## src/rtl/muldiv_arbiter.sv

```systemverilog
// muldiv_arbiter: round-robin front end for one shared iterative mul/div engine.
// Two requesters compete for the engine. Divide special cases are answered
// locally without starting the engine. A watchdog bounds the time spent
// waiting for the engine, and results go back on per-requester handshakes.
//
//   state   | meaning
//   --------+-----------------------------------------------------------
//   IDLE    | no transaction; grant is offered to one requester
//   ISSUE   | operands latched; eng_start pulses for this one cycle
//   WAIT    | engine running; watchdog counting toward MAX_LATENCY
//   RESPOND | result/err held on rsp[owner] until the requester takes it
module muldiv_arbiter #(
    parameter int unsigned MAX_LATENCY = 66
) (
    input  logic        clk,
    input  logic        reset,
    input  logic        req0_valid,
    output logic        req0_ready,
    input  logic [2:0]  req0_op,
    input  logic [31:0] req0_a,
    input  logic [31:0] req0_b,
    input  logic        req1_valid,
    output logic        req1_ready,
    input  logic [2:0]  req1_op,
    input  logic [31:0] req1_a,
    input  logic [31:0] req1_b,
    output logic        rsp0_valid,
    input  logic        rsp0_ready,
    output logic [31:0] rsp0_data,
    output logic        rsp0_err,
    output logic        rsp1_valid,
    input  logic        rsp1_ready,
    output logic [31:0] rsp1_data,
    output logic        rsp1_err,
    output logic        eng_start,
    output logic [2:0]  eng_op,
    output logic [31:0] eng_a,
    output logic [31:0] eng_b,
    input  logic        eng_done,
    input  logic [31:0] eng_result,
    output logic        busy,
    output logic        owner
);

    typedef enum logic [1:0] {
        S_IDLE    = 2'd0,
        S_ISSUE   = 2'd1,
        S_WAIT    = 2'd2,
        S_RESPOND = 2'd3
    } state_t;

    localparam int unsigned CW = $clog2(MAX_LATENCY + 1);
    // Last WAIT cycle: the counter would reach MAX_LATENCY on the next edge.
    localparam logic [CW-1:0] WD_LAST = CW'(MAX_LATENCY - 1);

    state_t        state_q, state_d;
    logic          rr_ptr_q, rr_ptr_d;
    logic          owner_q, owner_d;
    logic [2:0]    op_q, op_d;
    logic [31:0]   a_q, a_d;
    logic [31:0]   b_q, b_d;
    logic [CW-1:0] wd_cnt_q, wd_cnt_d;
    logic [31:0]   data_q, data_d;
    logic          err_q, err_d;
    logic          eng_start_q, eng_start_d;
    logic          rsp0_valid_q, rsp0_valid_d;
    logic          rsp1_valid_q, rsp1_valid_d;
    logic          busy_q, busy_d;

    logic          grant;
    logic          accept;
    logic [2:0]    sel_op;
    logic [31:0]   sel_a;
    logic [31:0]   sel_b;
    logic          is_special;
    logic [31:0]   special_val;

    // Round-robin grant: rr_ptr only breaks ties when both requesters are valid.
    always_comb begin
        grant = 1'b0;
        if (req0_valid && req1_valid) begin
            grant = rr_ptr_q;
        end else if (req1_valid) begin
            grant = 1'b1;
        end
    end

    assign req0_ready = (state_q == S_IDLE) && !grant;
    assign req1_ready = (state_q == S_IDLE) && grant;
    assign accept     = (state_q == S_IDLE) && (grant ? req1_valid : req0_valid);

    assign sel_op = grant ? req1_op : req0_op;
    assign sel_a  = grant ? req1_a  : req0_a;
    assign sel_b  = grant ? req1_b  : req0_b;

    // Divide-by-zero and signed overflow are answered without the engine.
    // op[2] marks the divide group; op[1] selects remainder over quotient.
    always_comb begin
        is_special  = 1'b0;
        special_val = 32'h0;
        if (sel_op[2] && (sel_b == 32'h0)) begin
            is_special  = 1'b1;
            special_val = sel_op[1] ? sel_a : 32'hFFFF_FFFF;
        end else if (sel_op[2] && !sel_op[0] &&
                     (sel_a == 32'h8000_0000) && (sel_b == 32'hFFFF_FFFF)) begin
            is_special  = 1'b1;
            special_val = sel_op[1] ? 32'h0 : 32'h8000_0000;
        end
    end

    // Next-state and registered-output computation.
    always_comb begin
        state_d  = state_q;
        rr_ptr_d = rr_ptr_q;
        owner_d  = owner_q;
        op_d     = op_q;
        a_d      = a_q;
        b_d      = b_q;
        wd_cnt_d = wd_cnt_q;
        data_d   = data_q;
        err_d    = err_q;

        case (state_q)
            S_IDLE: begin
                if (accept) begin
                    op_d    = sel_op;
                    a_d     = sel_a;
                    b_d     = sel_b;
                    owner_d = grant;
                    if (is_special) begin
                        data_d  = special_val;
                        err_d   = 1'b0;
                        state_d = S_RESPOND;
                    end else begin
                        state_d = S_ISSUE;
                    end
                end
            end
            S_ISSUE: begin
                wd_cnt_d = '0;
                state_d  = S_WAIT;
            end
            S_WAIT: begin
                // A done arriving on the watchdog's last cycle still wins.
                if (eng_done) begin
                    data_d  = eng_result;
                    err_d   = 1'b0;
                    state_d = S_RESPOND;
                end else if (wd_cnt_q == WD_LAST) begin
                    data_d  = 32'h0;
                    err_d   = 1'b1;
                    state_d = S_RESPOND;
                end else begin
                    wd_cnt_d = wd_cnt_q + CW'(1);
                end
            end
            S_RESPOND: begin
                if (owner_q ? rsp1_ready : rsp0_ready) begin
                    rr_ptr_d = ~owner_q;
                    state_d  = S_IDLE;
                end
            end
            default: state_d = S_IDLE;
        endcase

        eng_start_d  = (state_d == S_ISSUE);
        rsp0_valid_d = (state_d == S_RESPOND) && !owner_d;
        rsp1_valid_d = (state_d == S_RESPOND) && owner_d;
        busy_d       = (state_d != S_IDLE);
    end

    // State and output registers, cleared asynchronously by reset.
    always_ff @(posedge clk or negedge reset) begin
        if (!reset) begin
            state_q      <= S_IDLE;
            rr_ptr_q     <= 1'b0;
            owner_q      <= 1'b0;
            op_q         <= 3'd0;
            a_q          <= 32'h0;
            b_q          <= 32'h0;
            wd_cnt_q     <= '0;
            data_q       <= 32'h0;
            err_q        <= 1'b0;
            eng_start_q  <= 1'b0;
            rsp0_valid_q <= 1'b0;
            rsp1_valid_q <= 1'b0;
            busy_q       <= 1'b0;
        end else begin
            state_q      <= state_d;
            rr_ptr_q     <= rr_ptr_d;
            owner_q      <= owner_d;
            op_q         <= op_d;
            a_q          <= a_d;
            b_q          <= b_d;
            wd_cnt_q     <= wd_cnt_d;
            data_q       <= data_d;
            err_q        <= err_d;
            eng_start_q  <= eng_start_d;
            rsp0_valid_q <= rsp0_valid_d;
            rsp1_valid_q <= rsp1_valid_d;
            busy_q       <= busy_d;
        end
    end

    assign eng_start  = eng_start_q;
    assign eng_op     = op_q;
    assign eng_a      = a_q;
    assign eng_b      = b_q;
    assign rsp0_valid = rsp0_valid_q;
    assign rsp1_valid = rsp1_valid_q;
    assign rsp0_data  = data_q;
    assign rsp1_data  = data_q;
    assign rsp0_err   = err_q;
    assign rsp1_err   = err_q;
    assign busy       = busy_q;
    assign owner      = owner_q;

endmodule

```

## config.mk

```make
export PLATFORM = sky130hd
export DESIGN_NAME = muldiv_arbiter
export DESIGN_NICKNAME = d
export VERILOG_FILES = /design/src/rtl/muldiv_arbiter.sv
export SDC_FILE = /design/constraint.sdc
export NUM_CORES = 1
export LEC_CHECK = 0
export BUFFER_PORTS_ARGS = -buffer_cell sky130_fd_sc_hd__buf_2
export CORE_MARGIN = 1
export CORE_UTILIZATION = 33
export CTS_CLUSTER_SIZE = 28
export DETAILED_ROUTE_END_ITERATION = 12
export PLACE_DENSITY = 0.72
export SLEW_MARGIN = 25
export SYNTH_ARGS = -nofsm -noshare
export SYNTH_HDL_FRONTEND = slang
export SYNTH_SLANG_ARGS = --single-unit
```

## constraint.sdc

```tcl
create_clock -name clk -period 4.1 [get_ports clk]
set_input_delay 0.205 -clock clk [delete_from_list [all_inputs] [get_ports clk]]
set_output_delay 0.205 -clock clk [all_outputs]
set_load 0.01 [all_outputs]
```

**Yosys cells after proc, flatten, opt, wreduce, memory -nomap -nowiden**

Cells that the tools add are included.

- Memory bits (writable): 0
- Output and inout port bits: 140
- Latch bits: 0
- Input bits: 173
- Memory bits (read-only): 0
- Memories kept: 0
- Bits in registers: 115
- Logic and storage cells: 84

- Multiplexer cells: 34
- $mul: 0
- Div/mod/pow operators: 0
- Reductions and logical operators: 22
- Equality and inequality tests: 13
- Add/sub/neg operators: 1
- Shifts and indexed selects: 0
- $lt $le $gt $ge: 0
- Bitwise operators: 1

Operators by type and width:

| operator | count |
|---|---|
| two-way mux 32 bit | 10 |
| == test 32 bit, second input constant | 2 |
| one-hot mux 32 bit (2 select lines) | 1 |
| zero test 32 bit | 1 |
| two-way mux 7 bit | 2 |
| one-hot mux 7 bit (2 select lines) | 1 |
| two-way mux 1 bit | 12 |
| logical AND 1 bit | 10 |
| two-way mux 2 bit | 5 |
| inequality test 2 bit, second input constant | 4 |
| one-hot mux 2 bit (4 select lines) | 1 |
| adder 7 x 1 -> 7 bit, second input constant | 1 |
| == test 7 bit, second input constant | 1 |
| == test 2 bit, second input constant | 3 |
| nonzero test 2 bit | 3 |
| == test 2 x 1 -> 1 bit, second input constant | 2 |
| AND reduction 2 bit | 2 |
| AND reduction 4 bit | 1 |
| zero test 1 bit | 3 |
| two-way mux 3 bit | 1 |
| inequality test 3 bit, second input constant | 1 |
| AND reduction 3 bit | 1 |
| zero test 2 bit | 1 |
| one-hot mux 1 bit (2 select lines) | 1 |
| NOT 1 bit | 1 |

**Logic depth before layout (Yosys ltp)**

- Depth after elaboration: 14
- Depth in mapped cells: 9
- Depth with buffers taken out: 9

**Worst setup path after synthesis**

OpenSTA, ideal clock, no wires.

- Path kind: in2reg
- Start point: in req0_a[29]
- End point: reg data_q[0], in the netlist rsp0_data[0]
- Slack: 1.731 ns
- Path buffers: 1
- Data required time: 3.975 ns
- Arrival: 2.243 ns
- Library setup time: 0.125 ns
- Stages: 7
- Path through: or4_1 -> nor4_2 -> a21oi_1 -> o41ai_4 -> a22oi_2 -> buf_6 -> mux2_4

- Cells in the longest elaborated chain, start to end: 9
- Elaborated cells on any way between the ends: 13
- Those cells by class: eq/ne (2); mux (8); reduce/logical (3)

Ends and longest elaborated chain:

| what | line | source |
|---|---|---|
| start: declaration | 20 | `input logic [31:0] req0_a,` |
| two-way mux 32 bit (*) | 93 | `assign sel_a = grant ? req1_a : req0_a;` |
| == test 32 bit (*) | 105 | `(sel_a == 32'h8000_0000) && (sel_b == 32'hFFFF_FFFF)) begin` |
| logical AND 1 bit (*) | 104 | `end else if (sel_op[2] && !sel_op[0] &&` |
| logical AND 1 bit (*) | 105 |  |
| two-way mux 32 bit | 104 |  |
| two-way mux 32 bit | 101 | `if (sel_op[2] && (sel_b == 32'h0)) begin` |
| two-way mux 32 bit | 130 | `if (is_special) begin` |
| two-way mux 32 bit | 125 | `if (accept) begin` |
| one-hot mux 32 bit (2 select lines) | 123 | `case (state_q)` |
| end signal: assignment | 196 | `data_q <= data_d;` |
| end: declaration | 63 | `logic [31:0] data_q, data_d;` |

Mark *: on every way between the ends. The rest lies on a longest branch, timed or not. The select of a mux whose other input is x is not followed.
A chain may end at the register's enable or synchronous reset.

**Worst setup path after layout**

- Start point: reg rr_ptr_q
- End point: reg data_q[26], in the netlist rsp0_data[26]

- Cells in the longest elaborated chain, start to end: 11
- Elaborated cells on any way between the ends: 25
- Those cells by class: eq/ne (4); mux (13); reduce/logical (8)

Ends and longest elaborated chain:

| what | line | source |
|---|---|---|
| start: declaration | 57 | `logic rr_ptr_q, rr_ptr_d;` |
| start signal: assignment | 190 | `rr_ptr_q <= rr_ptr_d;` |
| two-way mux 1 bit (*) | 81 | `if (req0_valid && req1_valid) begin` |
| parallel branches: the longest is 10 deep, another holds two-way mux 32 bit | - |  |

Mark *: on every way between the ends. The select of a mux whose other input is x is not followed.

==> impl_metrics.env <==
export IMPL_final_hold_viol_count=0
export IMPL_final_common_cell="buf_2"
export IMPL_p_switching_uw=2190
export IMPL_syn_inst=634
export IMPL_viasPerCell=5.13
export IMPL_critical_path_slowest_cell="nor4_1"
export IMPL_grt_first_pass_wirelength_mm=35.3
export IMPL_gp_congestion=0.919
export IMPL_critPathMaxFanout=33
export IMPL_wire_per_inst_um=19.8
export IMPL_final_cell_mix="311 x buf_2, 115 x dfrtp_1, 112 x nand2_1, 73 x o21ai_0, 67 x mux2i_1"
export IMPL_yosys_area_top_type_share_pct=45.1
export IMPL_numClockSinks=115
export IMPL_irDropWorstVdd_v=0.000439
export IMPL_fin_nets=1080
export IMPL_cts_setup_buffers=0
export IMPL_postLayoutCoreUtil_pct=45.6
export IMPL_cp_required_ns=4.39
export IMPL_final_layout_size_suffix_gt1_share_pct=42.5
export IMPL_period_share_pct=76.2
export IMPL_die_h_um=141
export IMPL_r2r_end="rsp0_data[26]$_DFFE_PN0P_"
export IMPL_maxSlewViolCount=0
export IMPL_crit_family="simple AND/OR/NAND/NOR gates"
export IMPL_initial_utilization_pct=33.9
export IMPL_num_vias=6051
export IMPL_ant_nets=0
export IMPL_slew_limit_headroom_pct=42.1
export IMPL_num_rows=50
export IMPL_track_usage_pct=24.0
export IMPL_cts_root_buf="clkbuf_16"
export IMPL_worstSetupStartpointType="register"
export IMPL_r2r_slack_ns=0.98
export IMPL_die_area_um2=19900
export IMPL_seq_area_um2=2880
export IMPL_syn_cell_area_um2=6380
export IMPL_ys_ff_latch=115
export IMPL_fin_tns_setup_ns=0
export IMPL_clkLatencyLatePin_ns=0.41
export IMPL_drt_total_wl_mm=23.4
export IMPL_clk_pin_slew_ns=0.06
export IMPL_drv_cap=0
export IMPL_antenna_found_initial=3
export IMPL_drtIter0Drc=387
export IMPL_h_tree_depth=4
export IMPL_cts_buffer_depth=2
export IMPL_worstHoldPathType="primary input to register"
export IMPL_grt_max_degree=81
export IMPL_critPathKind="register to register"
export IMPL_dp_hpwl_mm=18.5
export IMPL_yosysWarnings=0
export IMPL_ios=313
export IMPL_numCtsBuffers=17
export IMPL_setup_viol=0
export IMPL_fill_cells=1824
export IMPL_cts_tree="yes"
export IMPL_synth_edf_count=0
export IMPL_p_per_area_nw_per_um2=676
export IMPL_p_comb_share_pct=39.8
export IMPL_portBuffers=312
export IMPL_endpoint_kind="register"
export IMPL_multi_input_area_um2=3100
export IMPL_switching_share_pct=37.8
export IMPL_seqPwrFrac_pct=33.7
export IMPL_outcome="completed"
export IMPL_synth_top_flop_cell="dfrtp_1"
export IMPL_chipWidth_um=141
export IMPL_internal_power_uw=3610
export IMPL_crit_buf_inv=1
export IMPL_grt_overflow=0
export IMPL_synthDistinctLibCells=49
export IMPL_yosysSeqAreaShare_pct=45.1
export IMPL_crit_chain="nand2b_1 > nand2_4 > nor4_1 > a41oi_1 > o41ai_4 > a22oi_2 > buf_4 > mux2_1"
export IMPL_cp_startpoint="rr_ptr_q$_DFFE_PN0P_"
export IMPL_rr_startpoint="rr_ptr_q$_DFFE_PN0P_"
export IMPL_yosysTopAreaCell="dfrtp_1"
export IMPL_fmax_ghz=0.320
export IMPL_drcViolationCount=0
export IMPL_clock_power_share_pct=26.5
export IMPL_max_stage_delay_ns=0.57
export IMPL_coreArea_um2=18800
export IMPL_dr_pass1_iters=5
export IMPL_fin_skew_ns=0.00945
export IMPL_p_leak_uw=0.00459
export IMPL_synthesis_nets=809
export IMPL_syn_to_final_growth_pct=34.6
export IMPL_synthTopCellsByArea="dfrtp_1 45%, mux2i_1 11%, mux2_4 7.1%"
export IMPL_rsz0062_at_grt="no"
export IMPL_first_global_vias=5908
export IMPL_syn_avg_cell_area_um2=10.1
export IMPL_path_depth=8
export IMPL_worstSetupEndpoint="rsp0_data[26]$_DFFE_PN0P_"
export IMPL_timing_final_crit_period_ns=3.12
export IMPL_cp_arrival_ns=3.42
export IMPL_async_flop_share_pct=100
export IMPL_worst_slew_pin_slew_ns=0.861
export IMPL_reg2reg_depth=8
## state kept, by name, summed over array words and instances (netlist names), 2 cells and up
signal     cells
eng_a         32
wd_cnt_q       7
eng_b         32
eng_op         3
rsp0_data     32
state_q        2
## power by group through the flow
stage / Sequential, uW / Combinational, uW / Clock, uW
finish: 1950 / 2310 / 1540
global route: 2020 / 2530 / 1620
CTS: 1950 / 2330 / 1570
detailed placement: 1960 / 2330 / 0
global placement: 1950 / 2290 / 0
floorplan: 2140 / 1290 / 0
## metal layers
layer	routed length [um]	vias to the layer above	track usage, %
met2	11300	282	40.4
met5	0	-	0
met4	368	0	7.89
met1	9940	2926	30.6
li1	-	2816	-
met3	1750	27	5.33
## worst min path at each step
stage	to	startpoint	depth (start not counted)	slack [ns]
CTS	eng_b[7]$_DFFE_PN0P_	req1_b[7]	3	0.10
floorplan	busy$_DFF_PN0_	reset	0	-0.09
global placement	eng_a[10]$_DFFE_PN0P_	reset	1	0.33
detailed placement	eng_a[10]$_DFFE_PN0P_	reset	1	0.34
finish	eng_b[14]$_DFFE_PN0P_	req1_b[14]	3	0.13
global route	rsp0_data[28]$_DFFE_PN0P_	eng_result[28]	3	0.13
## layout make-up
cell class / count / share of cell area, %
multi-input cells: 447 / 36.2
repair buffers: 322 / 19.3
flip-flops and latches: 115 / 33.5
diodes: 2 / 0.0583
well taps: 260 / 3.79
clock buffers: 18 / 5.00
inverters: 2 / 0.0875
clock inverters: 14 / 2.10
## logic make-up after synthesis
| logic type | Yosys count | share of synthesized area (%) |
|---|---|---|
| AND/OR/NAND/NOR | 216 | 16.7 |
| multiplexers | 101 | 18.3 |
| flip-flops | 115 | 45.1 |
| buffers and inverters | 72 | 6.55 |
| AO/OA/AOI/OAI | 127 | 12.8 |
| adder cells (fa/ha/maj) | 2 | 0.392 |
| XOR/XNOR | 1 | 0.137 |
## metrics by stage
step | cells | setup WS, ns | total power, uW | hold slack [ns] | area, um2
2_1_floorplan | 634 | 1.73 | 3430 | -0.0906 | 6380
3_3_place_gp | 1145 | 1.11 | 4240 | 0.334 | 7960
3_5_place_dp | 1145 | 0.958 | 4290 | 0.340 | 7960
4_1_cts | 1178 | 0.949 | 5860 | 0.103 | 8580
5_1_grt | 1180 | 0.821 | 6180 | 0.126 | 8580
6_report | 1180 | 0.975 | 5800 | 0.126 | 8580
## worst min-delay path, cell delays in order
cell and delay, ns:
buf_2 0.11, mux2i_1 0.06, o21ai_0 0.12
## timing repair
action	in CTS	in global routing
hold buffers	1	0
resized for setup	0	0
hold endpoints to repair	56	0
## synthesized netlist by cell type (all sizes together), types with 3 or more instances
library cell and count:
nand4 16, nor4 24, nor2 11, nand3 9, or4 4, o21ai 75
or3 5, dfrtp 115, nor3 8, a22o 32, clkbuf 28, a31oi 3
nand2 113, mux2 34, buf 42, nand2b 7, a21oi 6, and2 3
mux2i 67, nor4bb 3, nor2b 3
Power figures use the tool's default switching activity.
